`config.mk`:
```
export PLATFORM = sky130hd
export DESIGN_NAME = paddle_ctrl
export DESIGN_NICKNAME = d
export VERILOG_FILES = /design/src/rtl/vga_pkg.sv /design/src/rtl/paddle_ctrl_btn_debounce.sv /design/src/rtl/paddle_ctrl.sv
export SDC_FILE = /design/constraint.sdc
export NUM_CORES = 1
export LEC_CHECK = 0
export CORE_UTILIZATION = 50
export DETAILED_ROUTE_END_ITERATION = 16
export GPL_ROUTABILITY_DRIVEN = 0
export PLACE_DENSITY = 0.69
export SLEW_MARGIN = 40
export SYNTH_ARGS = -nofsm -noshare
export SYNTH_HDL_FRONTEND = slang
export SYNTH_SLANG_ARGS = --single-unit
```
`constraint.sdc`:
```
create_clock -name clk_25 -period 2.9 [get_ports clk_25]
set_clock_uncertainty 0.05 [all_clocks]
set_input_delay 0.87 -clock clk_25 [delete_from_list [all_inputs] [get_ports clk_25]]
set_output_delay 0.87 -clock clk_25 [all_outputs]
set_load 0.02 [all_outputs]
```
`src/rtl/vga_pkg.sv`:
```
// Shared video constants and small helpers for the pong datapath.
package vga_pkg;

  localparam int H_ACTIVE = 640;
  localparam int V_ACTIVE = 480;
  localparam int PADDLE_H = 64;
  localparam int STEP     = 4;
  localparam int COORD_W  = 10;

  typedef logic [COORD_W-1:0] coord_t;

  // Requested paddle motion for one frame.
  typedef enum logic [1:0] {
    MOVE_HOLD = 2'd0,
    MOVE_UP   = 2'd1,
    MOVE_DOWN = 2'd2
  } move_t;

  // Opposing buttons cancel each other out.
  function automatic move_t decode_move(input logic up, input logic down);
    move_t m;
    m = MOVE_HOLD;
    if (up && !down) begin
      m = MOVE_UP;
    end else if (down && !up) begin
      m = MOVE_DOWN;
    end
    return m;
  endfunction

endpackage

```
`src/rtl/paddle_ctrl_btn_debounce.sv`:
```
// Two-flop synchroniser followed by a window debouncer for one raw button.
module btn_debounce #(
  parameter int DEBOUNCE_CYCLES = 252000
) (
  input  logic clk_25,
  input  logic rst,
  input  logic raw,
  output logic db
);

  localparam int CW = $clog2(DEBOUNCE_CYCLES);
  localparam logic [CW-1:0] TERM = CW'(DEBOUNCE_CYCLES - 1);

  logic [1:0]    sync_reg;
  logic [CW-1:0] cnt_reg;
  logic          db_reg;
  logic          synced;

  assign synced = sync_reg[1];
  assign db     = db_reg;

  // Bring the asynchronous button into the clock domain.
  always_ff @(posedge clk_25 or negedge rst) begin
    if (!rst) begin
      sync_reg <= 2'b00;
    end else begin
      sync_reg <= {sync_reg[0], raw};
    end
  end

  // Count an uninterrupted disagreement window; any bounce back restarts it.
  always_ff @(posedge clk_25 or negedge rst) begin
    if (!rst) begin
      cnt_reg <= '0;
      db_reg  <= 1'b0;
    end else if (synced == db_reg) begin
      cnt_reg <= '0;
    end else if (cnt_reg == TERM) begin
      cnt_reg <= '0;
      db_reg  <= ~db_reg;
    end else begin
      cnt_reg <= cnt_reg + CW'(1);
    end
  end

endmodule

```
`src/rtl/paddle_ctrl.sv`:
```
// Button conditioning, vsync edge detection and once-per-frame paddle stepping.
module paddle_ctrl
  import vga_pkg::*;
#(
  parameter int DEBOUNCE_CYCLES  = 252000,
  parameter int V_ACTIVE         = vga_pkg::V_ACTIVE,
  parameter int PADDLE_H         = vga_pkg::PADDLE_H,
  parameter int STEP             = vga_pkg::STEP,
  parameter bit VSYNC_ACTIVE_LOW = 1'b1
) (
  input  logic               clk_25,
  input  logic               rst,
  input  logic               btn_up_raw,
  input  logic               btn_down_raw,
  input  logic               vsync,
  output logic [COORD_W-1:0] paddle_y,
  output logic               frame_pulse,
  output logic               btn_up_db,
  output logic               btn_down_db
);

  localparam int          MAX_Y   = V_ACTIVE - PADDLE_H;
  localparam logic [10:0] MAX_W   = 11'(MAX_Y);
  localparam logic [10:0] STEP_W  = 11'(STEP);
  localparam coord_t      RESET_Y = coord_t'(MAX_Y / 2);

  logic   vsync_q;
  logic   frame_pulse_reg;
  coord_t paddle_y_reg;
  coord_t paddle_y_next;
  logic   vsync_on;
  logic   vsync_q_on;
  move_t  move;
  logic [10:0] y_ext;

  // Identical debouncers for both buttons.
  btn_debounce #(.DEBOUNCE_CYCLES(DEBOUNCE_CYCLES)) u_db_up (
    .clk_25 (clk_25),
    .rst    (rst),
    .raw    (btn_up_raw),
    .db     (btn_up_db)
  );

  btn_debounce #(.DEBOUNCE_CYCLES(DEBOUNCE_CYCLES)) u_db_down (
    .clk_25 (clk_25),
    .rst    (rst),
    .raw    (btn_down_raw),
    .db     (btn_down_db)
  );

  // Normalise polarity so "on" means vsync is asserted.
  assign vsync_on   = vsync ^ VSYNC_ACTIVE_LOW;
  assign vsync_q_on = vsync_q ^ VSYNC_ACTIVE_LOW;

  // Strobe once on the asserting edge; vsync_q resets to idle so release cannot fire it.
  always_ff @(posedge clk_25 or negedge rst) begin
    if (!rst) begin
      vsync_q         <= VSYNC_ACTIVE_LOW;
      frame_pulse_reg <= 1'b0;
    end else begin
      vsync_q         <= vsync;
      frame_pulse_reg <= vsync_on & ~vsync_q_on;
    end
  end

  // Saturating step in 11-bit arithmetic so neither end can wrap.
  always_comb begin
    paddle_y_next = paddle_y_reg;
    y_ext         = {1'b0, paddle_y_reg};
    move          = decode_move(btn_up_db, btn_down_db);
    case (move)
      MOVE_UP: begin
        if (y_ext < STEP_W) begin
          paddle_y_next = '0;
        end else begin
          paddle_y_next = coord_t'(y_ext - STEP_W);
        end
      end
      MOVE_DOWN: begin
        if (y_ext > (MAX_W - STEP_W)) begin
          paddle_y_next = coord_t'(MAX_W);
        end else begin
          paddle_y_next = coord_t'(y_ext + STEP_W);
        end
      end
      default: paddle_y_next = paddle_y_reg;
    endcase
  end

  // Position only moves on the strobe, so it is stable for the whole visible frame.
  always_ff @(posedge clk_25 or negedge rst) begin
    if (!rst) begin
      paddle_y_reg <= RESET_Y;
    end else if (frame_pulse_reg) begin
      paddle_y_reg <= paddle_y_next;
    end
  end

  assign paddle_y    = paddle_y_reg;
  assign frame_pulse = frame_pulse_reg;

endmodule

```
**Word-level counts from Yosys, hierarchy flattened**

Index checks and enable logic that the tools add are counted.

- Muxes and demuxes: 9
- Bitwise gates (word level): 6
- Add/subtract/negate cells: 4
- $lt $le $gt $ge: 2
- Reduce and logical (&&, ||, !) cells: 8
- Eq/ne operators: 6

Operators with widths:

| operator | count |
|---|---|
| 18-bit two-way mux | 4 |
| 18-bit by 1-bit adder with 18-bit output, second input constant | 2 |
| 18-bit == test, second input constant | 2 |
| 10-bit two-way mux | 2 |
| 10-bit one-hot mux with 2 select lines | 1 |
| 10-bit by 3-bit adder with 10-bit output, second input constant | 1 |
| 10-bit by 9-bit greater-than comparator with 1-bit output, second input constant | 1 |
| 10-bit by 3-bit less-than comparator with 1-bit output, second input constant | 1 |
| 10-bit by 3-bit subtractor with 10-bit output, second input constant | 1 |
| 2-bit AND reduction | 3 |
| 1-bit inverter | 5 |
| 2-bit two-way mux | 2 |
| 1-bit == test | 2 |
| 2-bit by 1-bit == test with 1-bit output, second input constant | 1 |
| 2-bit == test, second input constant | 1 |
| 1-bit logical AND | 2 |
| 1-bit zero test | 2 |
| 2-bit nonzero test | 1 |
| 1-bit bitwise AND | 1 |

- Bits in registers: 54
- Input bits: 5

**Logic depth before layout (Yosys ltp)**

Gate-level depths: netlist (run 1).

- Depth in word-level cells: 7
- Mapped depth: 8
- Gate-level depth less buffers: 7

**Hierarchy**

From an unflattened synthesis (run 1), not the netlist that was laid out.

- Cells, all modules: 293
- Area total of the unflattened synthesis: 2855.2 um2

Modules (own cells, without submodules):

| module | cells each | sequential area each (um2) | area an instance (um2) | times used |
|---|---|---|---|---|
| btn_debounce | 96 | 525.5 | 1002.2 | 2 |
| paddle_ctrl | 101 | 255.2 | 850.8 | 1 |

**Worst setup path after synthesis (run 1)**

No wires, ideal clock.

- Path type: reg2reg
- From: register paddle_y_reg[2], in the netlist paddle_y[2]
- To: register paddle_y_reg[5], in the netlist paddle_y[5]
- Buffers on the path: 0
- Arrival: 1.741 ns
- Cell stages (with the launch flop): 8
- Period minus slack after synthesis: 1.913 ns
- Library setup time: 0.122 ns
- Setup slack: 0.987 ns
- Path through: dfrtp_1 -> inv_1 -> ha_1 -> nor3b_2 -> nand2_1 -> a21o_1 -> a221o_1 -> a32o_1

- Cells in the longest elaborated chain, start to end: 3
- Elaborated cells between the ends (all ways): 7
- Classes of those cells: 2 x add/sub; 2 x order compare; 3 x mux

RTL lines:

| element | RTL line | text |
|---|---|---|
| from (decl) | paddle_ctrl.sv:29 | `coord_t paddle_y_reg;` |
| from (signal assigned) | paddle_ctrl.sv:95 | `paddle_y_reg <= paddle_y_next;` |
| 10-bit by 3-bit adder with 10-bit output (tied with other cells) | paddle_ctrl.sv:83 | `paddle_y_next = coord_t'(y_ext + STEP_W);` |
| 10-bit two-way mux (on tied branches) | paddle_ctrl.sv:80, paddle_ctrl.sv:73 |  |
| 10-bit one-hot mux with 2 select lines * | paddle_ctrl.sv:71 | `case (move)` |

Mark *: on every way between the ends. The rest lies on a longest branch, timed or not.
A chain may end at the register's enable or synchronous reset.

**Worst setup path in the final report (run 1)**

- From: register paddle_y_reg[6], in the netlist paddle_y[6]
- To: output port paddle_y[6]

RTL lines:

| element | RTL line | text |
|---|---|---|
| to (decl) | paddle_ctrl.sv:16 | `output logic [COORD_W-1:0] paddle_y,` |

No word-level cell between the ends.

==> results.sh, run 1 <==
export IMPL_finalSetupViolations=0
export IMPL_hpwl_um=3450
export IMPL_initial_core_util=0.532
export IMPL_yosys_warnings=0
export IMPL_cts_tree="yes"
export IMPL_utilization=0.579
export IMPL_setup_tns_ps=0
export IMPL_path_cells="clkdlybuf4s50_1"
export IMPL_mostFrequentLayoutCells="dfrtp_1 (48), nor2_1 (46), nand2_1 (24)"
export IMPL_ys_flop_type="dfrtp_1"
export IMPL_grt_pass1_wl_um=8940
export IMPL_dr_pass1_iters=4
export IMPL_synth_top_cell_by_area="dfrtp_1"
export IMPL_ys_types=50
export IMPL_synth_area_leaders="dfrtp_1 (43%), xor2_1 (6.3%), nor2_1 (6.2%), xnor2_1 (4.4%), dfstp_2 (3.8%)"
export IMPL_netlist_area_um2=2790
export IMPL_cp_arrival_ps=1610
export IMPL_max_freq_ghz=0.395
export IMPL_min_period_over_period=0.873
export IMPL_layout_drive_gt1_share=0.0850
export IMPL_cp_required_ps=1980
export IMPL_die_area_um2=5880
export IMPL_root_buffer="clkbuf_8"
export IMPL_n_antenna_cell=0
export IMPL_htree_levels=2
export IMPL_cpPeakStageDelay_ps=660
export IMPL_cts_inserted_buffers=5
export IMPL_clock_latency_ps=300
export IMPL_fin_nets=304
export IMPL_die_y_um=76.7
export IMPL_synth_top_area_share=0.431
export IMPL_wirelength_um=5030
export IMPL_drt_initial_drc_count=83
export IMPL_synth_seq_cells=52
export IMPL_final_common_cell="dfrtp_1"
export IMPL_drv_cap=0
export IMPL_p_leak_nw=1.26
export IMPL_fp_dieW_um=76.7
export IMPL_max_slew_worst_pin_slew_ps=672
export IMPL_power_density_nw_per_um2=429
export IMPL_numPortBuffers=15
export IMPL_grt_use_total=0.191
export IMPL_dp_cells=356
export IMPL_cts_clk_slew_worst_paths_ps=100
export IMPL_critPathKind="reg -> out"
export IMPL_power_mw=1.30
export IMPL_start_kind="flip-flop"
export IMPL_cts_setup_buffers=0
export IMPL_cts_num_sinks=52
export IMPL_hp_class="reg -> reg"
export IMPL_outcome="completed"
export IMPL_ir_drop_v=0.000286
export IMPL_grt_setup_unrepaired="false"
export IMPL_slowest_stage="dfstp_2"
export IMPL_cts_hold_buffers=0
export IMPL_final_cells=364
export IMPL_cp_max_fo=10
export IMPL_ctsResizeCount=0
export IMPL_rows=26
export IMPL_area_growth_syn_to_layout_pct=8.71
export IMPL_synthArstFlopShare=1.00
export IMPL_clk_path_buf_depth=2
export IMPL_critPathBufInv=1
export IMPL_hold_viol=0
export IMPL_synth_edff_count=0
export IMPL_r2r_slack_ps=840
export IMPL_max_slew_margin_rel=0.552
export IMPL_syn_avg_cell_area_um2=9.89
export IMPL_grt_pass1_vias=1954
export IMPL_grt_remaining_overflow=0
export IMPL_wire_per_inst_um=13.8
export IMPL_vias=2014
export IMPL_min_period_ps=2530
export IMPL_viasPerCell=5.53
export IMPL_core_area_um2=5240
export IMPL_slew_viol_final=0
export IMPL_drc_errors=0
export IMPL_io_pins=18
export IMPL_grt_max_degree=53
export IMPL_synth_cells=282
export IMPL_ant_nets=0
export IMPL_end_kind="output pin"
export IMPL_yosysSeqAreaShare=0.469
export IMPL_cp_top_family="flip-flops"
export IMPL_antenna_found_initial=0
[where the power goes]
group / switching, mW / total [mW] / internal, mW
clock network: 0.249 / 0.509 / 0.260
registers: 0.00937 / 0.746 / 0.736
logic: 0.0323 / 0.0465 / 0.0142
total: 0.291 / 1.30 / 1.01
[cells by family after synthesis]
logic type / synth area share
AND/OR/NAND/NOR: 0.260
flip-flops: 0.469
XOR/XNOR: 0.107
AO/OA/AOI/OAI: 0.0777
buffers and inverters: 0.0512
adder cells (fa/ha/maj): 0.0269
multiplexers: 0.00763
other: 0.00135
[cells in the mapped netlist (3+ instances only)]
master / count
ha_1: 6
and4_1: 5
nand2_1: 24
a21oi_1: 6
inv_1: 7
dfstp_2: 4
xnor2_1: 14
dfrtp_1: 48
o21ai_0: 6
nand4_1: 10
and3_1: 4
nor2_1: 46
nor3_1: 7
nand3_1: 20
xor2_1: 20
buf_4: 6
nand2b_1: 3
buf_6: 3
[stage by stage]
step | hold WS (ps) | cell area, um2 | setup slack, ps
floorplan | 281 | 2790 | 987
global placement | 283 | 2920 | 715
detailed placement | 285 | 2920 | 704
CTS | 309 | 3030 | 356
global route | 312 | 3030 | 304
finish | 307 | 3030 | 368
[per-layer routing]
| layer | GRT usage | vias up | wire length [um] |
|---|---|---|---|
| li1 | - | 990 | - |
| met1 | 0.256 | 988 | 2460 |
| met2 | 0.304 | 28 | 2360 |
| met3 | 0.0381 | 8 | 141 |
| met4 | 0.0731 | 0 | 74 |
| met5 | 0 | - | 0 |
[final timing paths]
| check | startpoint | endpoint | depth (start not counted) |
|---|---|---|---|
| setup reg to reg | u_db_down.cnt_reg[0] | u_db_down.cnt_reg[6] | 5 |
| setup / recovery | paddle_y[6] | paddle_y[6] | 1 |
| hold reg to reg | u_db_up.sync_reg[0] | u_db_up.sync_reg[1] | 0 |
| hold / removal | u_db_up.sync_reg[0] | u_db_up.sync_reg[1] | 0 |
| max in group asynchronous | rst | paddle_y[8] | 2 |
| min in group asynchronous | rst | u_db_up.cnt_reg[7] | 2 |
[cell type report]
cell class                      count  area, um2
Clock buffer                        5       68.8
Clock inverter                      3       46.3
Fill cell                         476       2210
Inverter                            7       26.3
Multi-Input combinational cell    211       1340
Sequential cell                    52       1310
Tap cell                           70       87.6
Timing Repair Buffer               16        153
(Power assumes the default switching activity.)
==> inputs of run 2 (changes only) <==
Settings changed: DONT_BUFFER_PORTS set to 1, PLACE_DENSITY 0.69 to unset.
==> run 2 against run 1 <==
Net effect: non-clock buffer count decreased by 16; critical path depth up 6; register-to-register slack worse by 50 ps; clock-buffer cell count unchanged; sequential share of layout area up 2.6 points; clock power shrank 16%; fmax rose by 20%; global-route usage is 1.6 points lower; design area down 5.7%; sequential power barely moved; power is 7.6% lower; worst hold slack lost 100 ps; critical path type is now reg -> reg; critical endpoint is now paddle_y[9].
==> results.sh, run 2 (synthesized netlist as in run 1, its figures left out) <==
export IMPL_outcome="completed"
export IMPL_hp_class="in -> async"
export IMPL_cts_inserted_buffers=5
export IMPL_p_sw_frac=0.233
export IMPL_p_int_mw=0.922
export IMPL_cts_clk_slew_worst_paths_ps=100
export IMPL_root_buffer="clkbuf_8"
export IMPL_slowest_stage="dfrtp_1"
export IMPL_rows=26
export IMPL_max_slew_worst_pin_slew_ps=677
export IMPL_grt_max_degree=53
export IMPL_wire_per_inst_um=13.6
export IMPL_ir_drop_v=0.000354
export IMPL_cts_hold_buffers=0
export IMPL_regArea_um2=1310
export IMPL_cp_required_ps=3040
export IMPL_cpPeakStageDelay_ps=590
export IMPL_drc_errors=0
export IMPL_grt_use_total=0.175
export IMPL_netSwitchingPower_mw=0.280
export IMPL_die_y_um=76.7
export IMPL_ctsResizeCount=0
export IMPL_cp_arrival_ps=2250
export IMPL_grt_pass1_wl_um=8450
export IMPL_start_kind="flip-flop"
export IMPL_clock_latency_ps=300
export IMPL_drv_cap=0
export IMPL_fin_nets=288
export IMPL_drt_initial_drc_count=82
export IMPL_reg2reg_to="paddle_y[9]"
export IMPL_vias=1886
export IMPL_core_area_um2=5240
export IMPL_final_common_cell="dfrtp_1"
export IMPL_n_fill_cell=481
export IMPL_place_area_um2=2760
export IMPL_grt_remaining_overflow=0
export IMPL_final_cells=348
export IMPL_dr_pass1_iters=4
export IMPL_hold_viol=0
export IMPL_clk_path_buf_depth=2
export IMPL_initial_core_util=0.532
export IMPL_dp_cells=340
export IMPL_reg2reg_from="paddle_y[2]"
export IMPL_setup_worst_path_end="paddle_y[9]"
export IMPL_area_growth_syn_to_layout_pct=2.47
export IMPL_multi_input_area_um2=1340
export IMPL_min_period_ps=2110
export IMPL_wirelength_um=4730
export IMPL_numPortBuffers=0
export IMPL_path_cells="inv_1, ha_1, nor3b_2, a21oi_1, a21boi_0, o21ai_1, o41ai_2"
export IMPL_fp_dieW_um=76.7
export IMPL_layout_drive_gt1_share=0.0827
export IMPL_die_area_um2=5880
export IMPL_grt_pass1_vias=1860
export IMPL_design_area_um2=2860
export IMPL_hpwl_um=3310
export IMPL_io_pins=18
export IMPL_mostFrequentLayoutCells="dfrtp_1 (48), nor2_1 (46), nand2_1 (24)"
export IMPL_n_antenna_cell=0
export IMPL_r2r_cells=7
export IMPL_comb_power_share=0.022
export IMPL_ant_nets=0
export IMPL_max_slew_margin_rel=0.549
export IMPL_viasPerCell=5.42
export IMPL_min_period_over_period=0.727
export IMPL_cp_max_fo=8
export IMPL_max_freq_ghz=0.474
export IMPL_seqPwrFrac=0.621
export IMPL_cts_num_sinks=52
export IMPL_power_mw=1.20
export IMPL_end_kind="flip-flop"
export IMPL_cts_tree="yes"
export IMPL_worstSetupStartpoint="paddle_y[2]"
export IMPL_slew_viol_final=0
export IMPL_timing_hold_ws_ps=203
export IMPL_finalSetupViolations=0
export IMPL_cts_setup_buffers=0
export IMPL_p_leak_nw=1.20
export IMPL_r2r_slack_ps=790
export IMPL_critPathKind="reg -> reg"
export IMPL_grt_setup_unrepaired="false"
export IMPL_power_density_nw_per_um2=421
export IMPL_setup_tns_ps=0
export IMPL_htree_levels=2
export IMPL_antenna_found_initial=0
export IMPL_clock_power_share=0.357
[run 2: routing by layer]
metal	track usage	vias up	wire (um)
met3	0.0381	2	146
met4	0.0385	0	27
met1	0.248	893	2490
met2	0.275	30	2070
met5	0	-	0
li1	-	961	-
[run 2: power by group through the flow]
stage	Clock [mW]	Combinational [mW]	Sequential, mW
4_1_cts	0.444	0.0267	0.747
6_report	0.429	0.0261	0.747
3_3_place_gp	0	0.0262	0.761
5_1_grt	0.464	0.0308	0.749
3_5_place_dp	0	0.0266	0.761
2_1_floorplan	0	0.0264	0.759
[run 2: critical path, delay by kind of cell (launching register included)]
kind                     cells  cell delay [ps]
AND/OR/NAND/NOR              1              180
buffers and inverters        1              110
adder cells (fa/ha/maj)      1              250
AO/OA/AOI/OAI                4              820
flip-flops                   1              590
[run 2: worst min-delay path by stage]
stage               cells after the start               endpoint  slack [ps]
finish                                  0     u_db_up.cnt_reg[5]         200
global route                            0     u_db_up.cnt_reg[5]         180
CTS                                     0     u_db_up.cnt_reg[1]         190
detailed placement                      0  u_db_down.sync_reg[1]         290
global placement                        0  u_db_down.sync_reg[1]         280
floorplan                               0  u_db_down.sync_reg[1]         280
[run 2: layout make-up]
type / count / share of cell area
Inverter: 7 / 0.00920
Clock buffer: 5 / 0.0241
Sequential cell: 52 / 0.457
Multi-Input combinational cell: 211 / 0.470
Clock inverter: 3 / 0.00876
Tap cell: 70 / 0.0307
[run 2: stage by stage]
stage,worst slack (ps),utilization
5_1_grt,619,0.545
3_5_place_dp,783,0.527
4_1_cts,778,0.545
2_1_floorplan,987,-
6_report,790,0.545
3_3_place_gp,788,0.527
